**src/rtl/xlr8_dm_initiator.sv**
```systemverilog
// rtl/xlr8_dm_initiator.sv - queued data-memory bus initiator for XLR8 XB register interfaces
module xlr8_dm_initiator #(
  parameter int ADDR_WIDTH = 8,
  parameter int DEPTH      = 4,
  parameter int TIMEOUT    = 15
) (
  input  logic                  clk,
  input  logic                  rst,
  input  logic                  clken,
  input  logic                  cmd_valid,
  output logic                  cmd_ready,
  input  logic                  cmd_write,
  input  logic [ADDR_WIDTH-1:0] cmd_addr,
  input  logic [7:0]            cmd_wdata,
  output logic                  rsp_valid,
  input  logic                  rsp_ready,
  output logic [7:0]            rsp_rdata,
  output logic                  rsp_err,
  output logic                  dm_sel,
  output logic [ADDR_WIDTH-1:0] ramadr,
  output logic                  ramwe,
  output logic                  ramre,
  output logic [7:0]            dbus_wr,
  input  logic [7:0]            dbus_rd,
  input  logic                  io_out_en,
  output logic                  busy
);

  localparam int PW = $clog2(DEPTH);
  localparam int CW = PW + 1;
  localparam int TW = $clog2(TIMEOUT + 1);
  localparam logic [CW-1:0] FULL_CNT = CW'(DEPTH);
  localparam logic [TW-1:0] TO_LAST  = TW'(TIMEOUT);

  typedef struct packed {
    logic                  write;
    logic [ADDR_WIDTH-1:0] addr;
    logic [7:0]            wdata;
  } cmd_t;

  typedef enum logic [1:0] {IDLE, WRITE, READ, RESP} state_t;

  state_t          state;
  cmd_t            mem [DEPTH];
  cmd_t            head;
  logic [PW-1:0]   wr_ptr;
  logic [PW-1:0]   rd_ptr;
  logic [CW-1:0]   count;
  logic [TW-1:0]   to_cnt;
  logic            push;
  logic            pop;

  // Gating with rst keeps the port closed while the FIFO is being flushed.
  assign cmd_ready = !rst && (count != FULL_CNT);
  assign push      = cmd_valid && cmd_ready;
  assign pop       = (state == IDLE) && (count != '0);
  assign head      = mem[rd_ptr];
  assign busy      = (state != IDLE) || (count != '0);

  always_ff @(posedge clk) begin
    if (push) begin
      mem[wr_ptr] <= '{write: cmd_write, addr: cmd_addr, wdata: cmd_wdata};
    end
  end

  always_ff @(posedge clk) begin
    if (rst) begin
      wr_ptr <= '0;
      rd_ptr <= '0;
      count  <= '0;
    end else begin
      if (push) wr_ptr <= wr_ptr + 1'b1;
      if (pop)  rd_ptr <= rd_ptr + 1'b1;
      case ({push, pop})
        2'b10:   count <= count + 1'b1;
        2'b01:   count <= count - 1'b1;
        default: count <= count;
      endcase
    end
  end

  always_ff @(posedge clk) begin
    if (rst) begin
      state     <= IDLE;
      dm_sel    <= 1'b0;
      ramadr    <= '0;
      ramwe     <= 1'b0;
      ramre     <= 1'b0;
      dbus_wr   <= '0;
      rsp_valid <= 1'b0;
      rsp_rdata <= '0;
      rsp_err   <= 1'b0;
      to_cnt    <= '0;
    end else begin
      case (state)
        IDLE: begin
          if (pop) begin
            dm_sel <= 1'b1;
            ramadr <= head.addr;
            to_cnt <= '0;
            if (head.write) begin
              ramwe   <= 1'b1;
              dbus_wr <= head.wdata;
              state   <= WRITE;
            end else begin
              ramre <= 1'b1;
              state <= READ;
            end
          end
        end
        WRITE: begin
          if (clken) begin
            dm_sel  <= 1'b0;
            ramadr  <= '0;
            ramwe   <= 1'b0;
            dbus_wr <= '0;
            state   <= IDLE;
          end
        end
        READ: begin
          // Only clken cycles count: the responder cannot complete on a gated edge.
          if (clken) begin
            if (io_out_en) begin
              rsp_rdata <= dbus_rd;
              rsp_err   <= 1'b0;
              rsp_valid <= 1'b1;
              dm_sel    <= 1'b0;
              ramadr    <= '0;
              ramre     <= 1'b0;
              state     <= RESP;
            end else begin
              to_cnt <= to_cnt + 1'b1;
              if (to_cnt + 1'b1 == TO_LAST) begin
                rsp_rdata <= '0;
                rsp_err   <= 1'b1;
                rsp_valid <= 1'b1;
                dm_sel    <= 1'b0;
                ramadr    <= '0;
                ramre     <= 1'b0;
                state     <= RESP;
              end
            end
          end
        end
        RESP: begin
          if (rsp_ready) begin
            rsp_valid <= 1'b0;
            state     <= IDLE;
          end
        end
        default: state <= IDLE;
      endcase
    end
  end

endmodule
```
**config.mk**
```make
export PLATFORM = sky130hd
export DESIGN_NAME = xlr8_dm_initiator
export DESIGN_NICKNAME = d
export VERILOG_FILES = /design/src/rtl/xlr8_dm_initiator.sv
export SDC_FILE = /design/constraint.sdc
export NUM_CORES = 1
export LEC_CHECK = 0
export ABC_AREA = 1
export BUFFER_PORTS_ARGS = -buffer_cell sky130_fd_sc_hd__buf_2
export CAP_MARGIN = 10
export CORE_MARGIN = 2
export CORE_UTILIZATION = 40
export CTS_CLUSTER_DIAMETER = 60
export DETAILED_ROUTE_END_ITERATION = 16
export PLACE_DENSITY = 0.58
export SYNTH_ARGS = -nofsm -noshare
export SYNTH_HDL_FRONTEND = slang
export SYNTH_SLANG_ARGS = --single-unit
```
**constraint.sdc**
```tcl
create_clock -name clk -period 3.6 [get_ports clk]
set_clock_uncertainty 0.2 [all_clocks]
set_input_delay 0.54 -clock clk [delete_from_list [all_inputs] [get_ports clk]]
set_output_delay 0.54 -clock clk [all_outputs]
set_load 0.01 [all_outputs]
```
# Yosys cells after proc, flatten, opt, wreduce, memory -nomap -nowiden
# Memories as Yosys holds them, arrays and structs flattened. A register that Yosys moved wholly into a read port is not among the register bits.
# Cells that the tools add are included.
# W data, S select, Z words.
[totals]
reg_bits = 42
latch_bits = 0
mem_bits_rw = 68
mem_bits_ro = 0
inputBits = 31
elab_cells = 100
mem_count = 1
[classes]
addsub = 5
multipliers = 0
div_mod_pow = 0
order_cmp = 0
n_eq_ne = 15
shifts = 0
mux = 45
bitwise = 0
n_reduce_logical = 21
[memory_table]
columns = ["memory", "words", "width", "rd", "rd_clocked_by_memory_dff", "write_ports", "line", "rtl"]
rows = [
  ["mem", 4, 17, 1, 1, 1, "44", "cmd_t mem [DEPTH];"],
]
[op_table]
columns = ["op", "count"]
rows = [
  ["$mux W8", 8],
  ["$pmux W8 S3", 1],
  ["$mux W2", 9],
  ["$mux W1", 16],
  ["$pmux W8 S2", 1],
  ["$reduce_and A5 Y1", 3],
  ["$ne A2 B2 Y1 const B", 7],
  ["$mux W4", 3],
  ["$reduce_and A4 Y1", 3],
  ["$reduce_bool A2 Y1", 6],
  ["$pmux W2 S4", 1],
  ["$pmux W4 S2", 1],
  ["$eq A2 B2 Y1 const B", 3],
  ["$ne A3 B3 Y1 const B", 2],
  ["$pmux W1 S2", 3],
  ["$pmux W3 S2", 1],
  ["$reduce_bool A3 Y1", 2],
  ["$add A2 B1 Y2 const B", 2],
  ["$add A4 B1 Y4 const B", 1],
  ["$eq A2 B1 Y1 const B", 2],
  ["$eq A4 B4 Y1 const B", 1],
  ["$add A3 B1 Y3 const B", 1],
  ["$logic_and A1 B1 Y1", 3],
  ["$pmux W1 S3", 1],
  ["other kinds (5)", 5],
]

# Logic depth before layout (Yosys ltp)
# Gate-level depths: netlist (run 1).
[depth]
word_depth = 6
ltp_mapped = 12

# Least setup slack after synthesis (run 1)
# OpenSTA, ideal clock, no wires.
[synth_timing]
path_kind = "input port to flip-flop"
start = "in rst"
end = "mem mem[0][0] (netlist name) (enable)"
setup_time_ns = 0.391
t_arrival_ns = 1.825
setup_slack_ns = 1.185
stages = 3
path_cell_list = "a31oi_1 nand2_1 nor2_1"
[synth_between]
elab_chain_len = 5
[synth_rtl]
columns = ["element", "line", "rtl"]
rows = [
  ["from (decl)", "8", "input logic rst,"],
  ["$logic_not A1 Y1", "54", "assign cmd_ready = !rst && (count != FULL_CNT);"],
  ["$logic_and A1 B1 Y1", "54", ""],
  ["$logic_and A1 B1 Y1", "55", "assign push = cmd_valid && cmd_ready;"],
  ["$mux W1", "61", "if (push) begin"],
  ["$mux W1 (implied by the code)", "62", "mem[wr_ptr] <= '{write: cmd_write, addr: cmd_addr, wdata: cmd_wdata};"],
  ["to (decl)", "44", ""],
]
# Every way passes these cells.

# Final worst setup path (run 1)
[layout_timing]
start = "reg state[1]"
end = "reg count[2]"
[layout_between]
elab_chain_len = 4
word_cells_on_any_way = 6
cone_classes = "2 x eq/ne; 1 x mux; 3 x reduce/logical"
[layout_rtl]
columns = ["element", "line", "rtl"]
rows = [
  ["from (decl)", "43", "state_t state;"],
  ["from (signal assigned)", "84", "state <= IDLE;"],
  ["from (signal assigned)", "104", "state <= WRITE;"],
  ["from (signal assigned)", "107", "state <= READ;"],
  ["$logic_not A2 Y1 (*)", "56", "assign pop = (state == IDLE) && (count != '0);"],
  ["$logic_and A1 B1 Y1 (*)", "56", ""],
  ["via pop", "51", "logic pop;"],
  ["$eq A2 B1 Y1 or $eq A2 B2 Y1 (tied branches)", "74", "case ({push, pop})"],
  ["$pmux W3 S2 or $reduce_bool A2 Y1 (tied branches)", "n/a", ""],
  ["to (signal assigned)", "75", "2'b10: count <= count + 1'b1;"],
  ["to (signal assigned)", "76", "2'b01: count <= count - 1'b1;"],
  ["to (signal assigned)", "77", "default: count <= count;"],
  ["to (decl)", "48", "logic [CW-1:0] count;"],
]
# Mark *: on every way through the listed nets, which the timed path passes. The rest lies on a longest branch.
# A chain may end at the register's enable or synchronous reset.

==> reports/summary.md, run 1 <==
The flow ran to the end, and the final reports show no timing, DRC or antenna violations. The tools report the final global-route overflow total as 0. The remaining design rule violation count is 0. The placeable core region came out at 11,500 sq um. The first global-routing pass estimated 16,100 um of wire. During synthesis, Yosys emitted a total of 0 warnings.

The run gives 5400 sq um as the post-route cell area. edfxtp_1 takes more of the synthesized area than any other cell. In this run, placement finished with an instance count of 667. Critical path endpoint category: a register. The proportion of synthesized flip-flops having asynchronous set or reset is 0%, and the worst hold margin is 212 ps. The hold path startpoint was cmd_wdata[3]. The max-slew headroom at the worst pin was 56.0%; the clock slew seen by the registers of the worst setup and hold paths was 70 ps. In this run, distinct cell masters in the synthesized netlist total 30.

At the end of the flow the core is filled with cells to 47.1%. The die is 113 um wide. Maximum level of the CTS H-tree: 3. The synthesized netlist devotes 17.3% of its cell area to simple gates. Setup repair after global routing left no endpoint under its margin. The average size of a mapped cell was 9.92 sq um; the count of buffers added by post-CTS timing repair for setup was 0. The final setup TNS was 0 ps; the global-route usage over all layers was 16.3%. STA puts the critical path data arrival time at 2650 ps. Synthesis inferred 112 register bits.

Largest net degree at the start of global routing: 30. The slew of the pin with the lowest slew margin was 660 ps. By area the synthesized netlist is led by edfxtp_1 (43%), dfxtp_1 (19%), nand2_1 (7.6%), a21oi_1 (6.1%), nor2_1 (4.0%). The clock tree root driver cell is clkbuf_16. Buffers inserted to repair hold after CTS numbered 0.

The portion of the post-synthesis area used by sequential elements is 61.9%, and the post-synthesis instance area is 4720 sq um. The via count normalized by instance count is 4.91. After synthesis, the largest family of logic cells by area is simple AND/OR/NAND/NOR gates. The leakage power came out at 2.14 nW. At the end of routability-driven placement, the weighted congestion stood at 0.752.

Kind of critical path: register to register. After synthesis, the share of cell area in mux cells is 0%. The floorplan step set the die height to 113 um. The DRC marker count from the first detailed-route iteration is 266, and the synthesis-to-finish area growth is 14.3%.

The number of global-route vias before repair was 3,200; the initial standard-cell utilization of the core was 41.2%. Synthesis handed over a netlist of 476 instances. The count of port buffers added during placement is 61, and the number of search-and-repair iterations in the first detailed-routing pass is 4. For the clock latency reported for the late side of the worst-skew pair, the log shows 340 ps. The die covers 12,700 sq um. The final cycle utilization of the critical path was 71.4%; the minimum setup slack after placement was 1030 ps. The register cell area after layout came out at 2920 sq um.

The fraction of post-synthesis cell area in the top cell type by area is 43.2%. In the final layout, the multi-input gates occupy 1510 sq um. For this design the top-level I/O count stands at 62. The count of pins over their slew limit was 0. The post-route antenna net violation count is 0. TritonCTS built the clock tree. The clock drives 112 sinks. The most used flip-flop cell after synthesis is edfxtp_1.

The run gives 0 as the number of endpoints failing setup at the final stage. The number of antenna violations at the first check in global routing came out at 0. Yosys mapped a number of flops with a built-in enable equal to 68.

The final period demand of the worst path works out to 2570 ps. For the number of nets in the layout, the log shows 578. In this run the worst hold path is classified as input pin to register.

The logs give 3680 ps for the worst path required time and 1030 ps for the setup slack of the most critical reg-to-reg path. The tools report the number of fill cells as 1,080. The run gives 9880 um as the final wirelength.

After layout, the worst setup slack is 1030 ps. The longest clock path from root to sink contains 2 buffers. Kind of start point of the critical path: a register.

The maximum fanout along the worst path came out at 6. The worst hold path terminates at mem[1][3]. The count of cells along the worst register-to-register path came out at 12. The share of cells above drive strength 1 is 17.4%. In this run the critical register-to-register path is launched from state[1]. The CTS buffer count came out at 9. The repair_antennas step left the layout with diodes totalling 0.

The number of endpoints with negative hold slack in the final report came out at 0. After legalization and detailed placement, the total HPWL measured 6480 um. The reported max-cap violation count is 0, and the instance count along the most critical hold path is 1.

For this design the ratio of total power to cell area is 747 nW/um^2. Complex-gate fraction of the synthesized area: 11.3%. After the flow finishes, the layout carries non-filler instances totaling 683. The adder-cell area share of the yosys netlist came out at 3.34%.

Timing would allow up to 389 MHz. The run gives 0.376 mV as the peak ir drop on the vdd network. After layout, the design draws a total of 4.03 mW.

Summing the areas of all xor and xnor instances in the mapped netlist gives 0% of the synthesized area. Summing over every cut layer, the via total after detailed routing is 3,351. The number of resized instances in the post-cts repair step was 0. Worst flop-to-flop path endpoint: count[2].

In this run the core area contains 39 standard-cell rows. The cell area after placement is 5140 sq um, and the synthesized net count is 519. Dividing the detail-routed wire length by the instance count gives 14.5 um.
## critical path: stages (launching register included)
cell     delay [ps]
dfxtp_1         330
inv_1           110
ha_1            310
inv_1            90
a31oi_1         320
ha_1            220
inv_1            70
fa_1            390
nor2_1          130
nor2_1           50
nand2_1          70
o21ai_0          80
a21oi_1         130
## worst max path at each step
stage                     startpoint   endpoint  slack [ps]
after floorplan                  rst  mem[0][0]        1180
after detailed placement    state[1]   count[2]        1030
after global routing        state[0]   count[2]         720
after global placement      state[0]   count[2]        1190
after CTS                   state[1]   count[2]        1020
final                       state[1]   count[2]        1030
## state kept, by name (all words and copies together) (netlist names), 2 cells and up, named ones only
name / cells
rsp_rdata: 8
mem: 68
rd_ptr: 2
count: 3
to_cnt: 4
wr_ptr: 2
state: 2
ramadr: 8
dbus_wr: 8
## area by class of cell
class,count,area share [%]
flip-flops and latches,112,54.1
multi-input cells,300,28.0
well taps,143,3.31
clock inverters,4,0.394
clock buffers,12,4.38
inverters,44,3.15
repair buffers,68,6.63
## cell usage after synthesis, drive strengths merged, types with 3 or more instances
cell	instances
a21oi	58
buf	14
clkbuf	6
dfxtp	44
edfxtp	68
ha	11
inv	44
nand2	98
nand3	34
nand4	3
nor2	51
o211ai	8
o21ai	30
## placed cells by master, fill, tap and decap left out, drive strengths merged, types with 2 or more instances in the layout
master	count
nand2	98
clkbuf	12
dfxtp	44
nor2	51
o211ai	8
a21oi	58
edfxtp	68
inv	45
ha	11
a31oi	2
nand3	34
clkinv	3
buf	68
o21ai	30
nand4	3
## routing by layer
metal / share of wire (%) / up-vias / GRT usage (%)
met2: 46 / 67 / 26.2
li1: - / 1720 / -
met4: 2.1 / 0 / 7.64
met3: 3.4 / 14 / 2.21
met1: 48 / 1550 / 21.9
met5: 0 / - / 0
## logic make-up after synthesis
kind of cell             count (synthesis)
AND/OR/NAND/NOR                        188
buffers and inverters                   64
AO/OA/AOI/OAI                          100
adder cells (fa/ha/maj)                 12
flip-flops                             112
## power breakdown
part / internal, mW / switching (mW) / total, mW
Combinational: 0.500 / 0.963 / 1.46
Clock: 0.467 / 0.429 / 0.896
Sequential: 1.55 / 0.120 / 1.67
Total: 2.52 / 1.51 / 4.03
Note: power is estimated with default switching activity, not from simulation.
==> inputs of run 2 (changes only) <==
- PLACE_DENSITY: 0.58 -> 0.6
- clock period: 3.6 -> 2.11 ns (I/O delays scaled with it)
==> run 2 against run 1 <==
Against the previous run:
- sequential power increased by 69%
- cell count increased by 5.4%
- cell area increased by 8.3%
- setup slack got worse by 980 ps
- non-clock buffer count increased by 37
- first-iteration DRC count decreased by 41%
- clock power increased by 94%
- die area unchanged
- critical path depth unchanged
- total power increased by 85%
==> reports/summary.md, run 2 (synthesis results as in run 1) <==
The run finished with clean final reports. In this run the core area contains 39 standard-cell rows. The total chip power was 7.48 mW.

After detailed routing, the average wire length per cell comes to 14.2 um. In this run the clock root is driven by a clkbuf_16. For the peak ir drop on the vdd network, the log shows 0.722 mV. For this design the top-level I/O count stands at 62.

The slowest stage of the critical path is the fa_2 cell. Number of search-and-repair iterations in the first detailed-routing pass: 4. Headroom to the max-slew limit came out at 72.5%. The analysis attributes to cell leakage a power of 2.34 nW.

CTS buffer count: 9. Leaving out fill and tap cells, the most frequent cell in the layout is nand2_1. The most numerous cell type found on the critical path is inv_2. In this run, the number of DRC markers left after iteration 0 of detailed routing was 156.

Following the worst setup path forward leads to its endpoint at count[2]. The top cell types in the final layout, fill and taps aside, are nand2_1 (96), edfxtp_1 (68), buf_2 (61). In this run the standard cell core region covers 11,500 sq um. Of all nets on the critical path, the largest fanout is 2. The reported max-cap violation count came out at 0. Number of nets in the layout: 615. The number of flip-flops under the largest register name was 68. The critical path endpoint category was a register. Cells with a size suffix above 1 make up 22.7% of the layout.

The total instance count after detailed placement came out at 680. Y dimension of the die: 113 um. The global-route usage over all layers is 16.8%. The worst min-delay path class was input pin to register. The total power divided by cell area was 1280 nW/um^2; the final core utilization was 51.0%.

The detail route stage leaves a number of antenna-violating nets equal to 0. Synthesis-to-finish area growth: 23.7%. The endpoint identified for the worst register-to-register timing path is count[2]. For the deepest clock path buffer count, the log shows 2. Timing analysis after detailed placement gives a worst setup slack of -35.1 ps.

Once placement finished, the instance area stood at 5290 sq um. The tools report the start point of the critical path as state[0]. Of the available clock period, the critical path in the final layout requires 97.6%. The initial standard-cell utilization of the core is 41.2%. Dividing the detail-routed via count by the number of cells gives 4.90. The worst path needs 2060 ps of the cycle, external delays included.

The run gives 3 as the maximum level of the CTS H-tree. STA classifies the critical path startpoint as a register. The maximum clock rate was 485 MHz; the die area was 12,700 sq um. Worst path required time: 2180 ps. The number of antenna violations at the first check in global routing was 0.

Counting every sink on the clock net gives 112. Setup violations remaining at the end of the flow were counted as 0. The total overflow left after global routing is 0. The stage delay of the slowest cell on the critical path was 350 ps; the slew of the pin with the lowest slew margin was 412 ps.

In this run the critical register-to-register path is launched from state[0]. The run gives 350 ps as the clock latency reported for the late side of the worst-skew pair. TritonCTS built the clock tree. mem holds more flip-flops than any other register. The count of port buffers added during placement works out to 61. Number of endpoints with negative hold slack in the final report: 0. Summing over every cut layer, the via total after detailed routing is 3,527.

The critical path data arrival time is 2130 ps. Traced cell by cell, the critical path runs through inv_2 > ha_4 > inv_2 > a31oi_2 > ha_2 > inv_2 > fa_2 > nor2_1 > nor2_1 > nand2_1 > o21ai_1 > a21oi_1. The first global-routing pass estimated 16,700 um of wire. The setup slack after layout is 50.2 ps, and the remaining design rule violation count is 0. The critical path in this run is classified as register to register.

The repair_antennas step left the layout with diodes totalling 0. The run gives 50 ps as the setup slack of the most critical reg-to-reg path. Clock-pin slew was measured on the worst setup and hold paths at 70 ps. In this run the horizontal extent of the chip is 113 um. The estimated wirelength of the detail-placed design is 6780 um. Number of standard cells in the layout, taps in and fillers out: 720. The post-route cell area is 5840 sq um, and the largest net degree at the start of global routing is 33. Final hold analysis gives a worst-case slack of 38.4 ps. Count of cells along the worst register-to-register path: 12. The tools report the global placement routability congestion as 0.786.

The count of pins over their slew limit was 0; the final setup TNS was 0 ps. The number of global-route vias before repair is 3,432. The final wirelength was 10,200 um.
run 2: cell types whose count changed in the layout (fill, tap and decap cells not counted), moves of 3 or more:
| cell | previous run | this run |
|---|---|---|
| inv_1 | 39 | 35 |
| clkbuf_1 | 3 | 0 |
| ha_1 | 11 | 8 |
| buf_4 | 7 | 25 |
| inv_2 | 3 | 6 |
| dlygate4sd3_1 | 0 | 17 |
run 2: worst min-delay path by stage:
| stage | startpoint | endpoint | slack (ps) | depth (start not counted) |
|---|---|---|---|---|
| after detailed placement | ramadr[7] | ramadr[7] | 250 | 2 |
| after floorplan | cmd_wdata[0] | mem[0][0] | 220 | 0 |
| after global placement | rsp_rdata[4] | rsp_rdata[4] | 250 | 2 |
| after global routing | dbus_rd[4] | rsp_rdata[4] | 40 | 3 |
| after CTS | dbus_rd[3] | rsp_rdata[3] | 30 | 3 |
| final | dbus_rd[6] | rsp_rdata[6] | 40 | 3 |
run 2: layout make-up:
| cell class | instances | area [sq um] |
|---|---|---|
| Sequential cell | 112 | 2930 |
| Timing Repair Buffer | 105 | 703 |
| Clock buffer | 9 | 225 |
| Clock inverter | 7 | 86.3 |
| Tap cell | 143 | 179 |
| Fill cell | 1030 | 5620 |
| Multi-Input combinational cell | 300 | 1550 |
| Inverter | 44 | 173 |
run 2: report_power, final:
group          switching [mW]  internal, mW  total (mW)
Sequential              0.179          2.65        2.83
Combinational            1.78          1.13        2.91
Clock                   0.796         0.941        1.74
Total                    2.75          4.73        7.48
run 2: layer usage:
layer / global-route usage, % / part of all wire, % / vias to the layer above
met5: 0 / 0 / -
met4: 6.26 / 1.8 / 0
met3: 3.89 / 5.1 / 18
met2: 28.4 / 48 / 86
met1: 21.0 / 45 / 1629
li1: - / - / 1794
run 2: critical path, delay by kind of cell, from the launching register on:
kind,cells,cell delay [ps]
adder cells (fa/ha/maj),3,680
flip-flops,1,330
buffers and inverters,3,150
AO/OA/AOI/OAI,3,380
AND/OR/NAND/NOR,3,250
run 2: repair_timing:
action	CTS	global route
resized for setup	2	11
endpoints found under the hold margin	68	0
endpoints found under the setup margin	1	13
hold buffers	17	0
buffers inserted	1	6
pin swaps	0	6
gates cloned	0	0
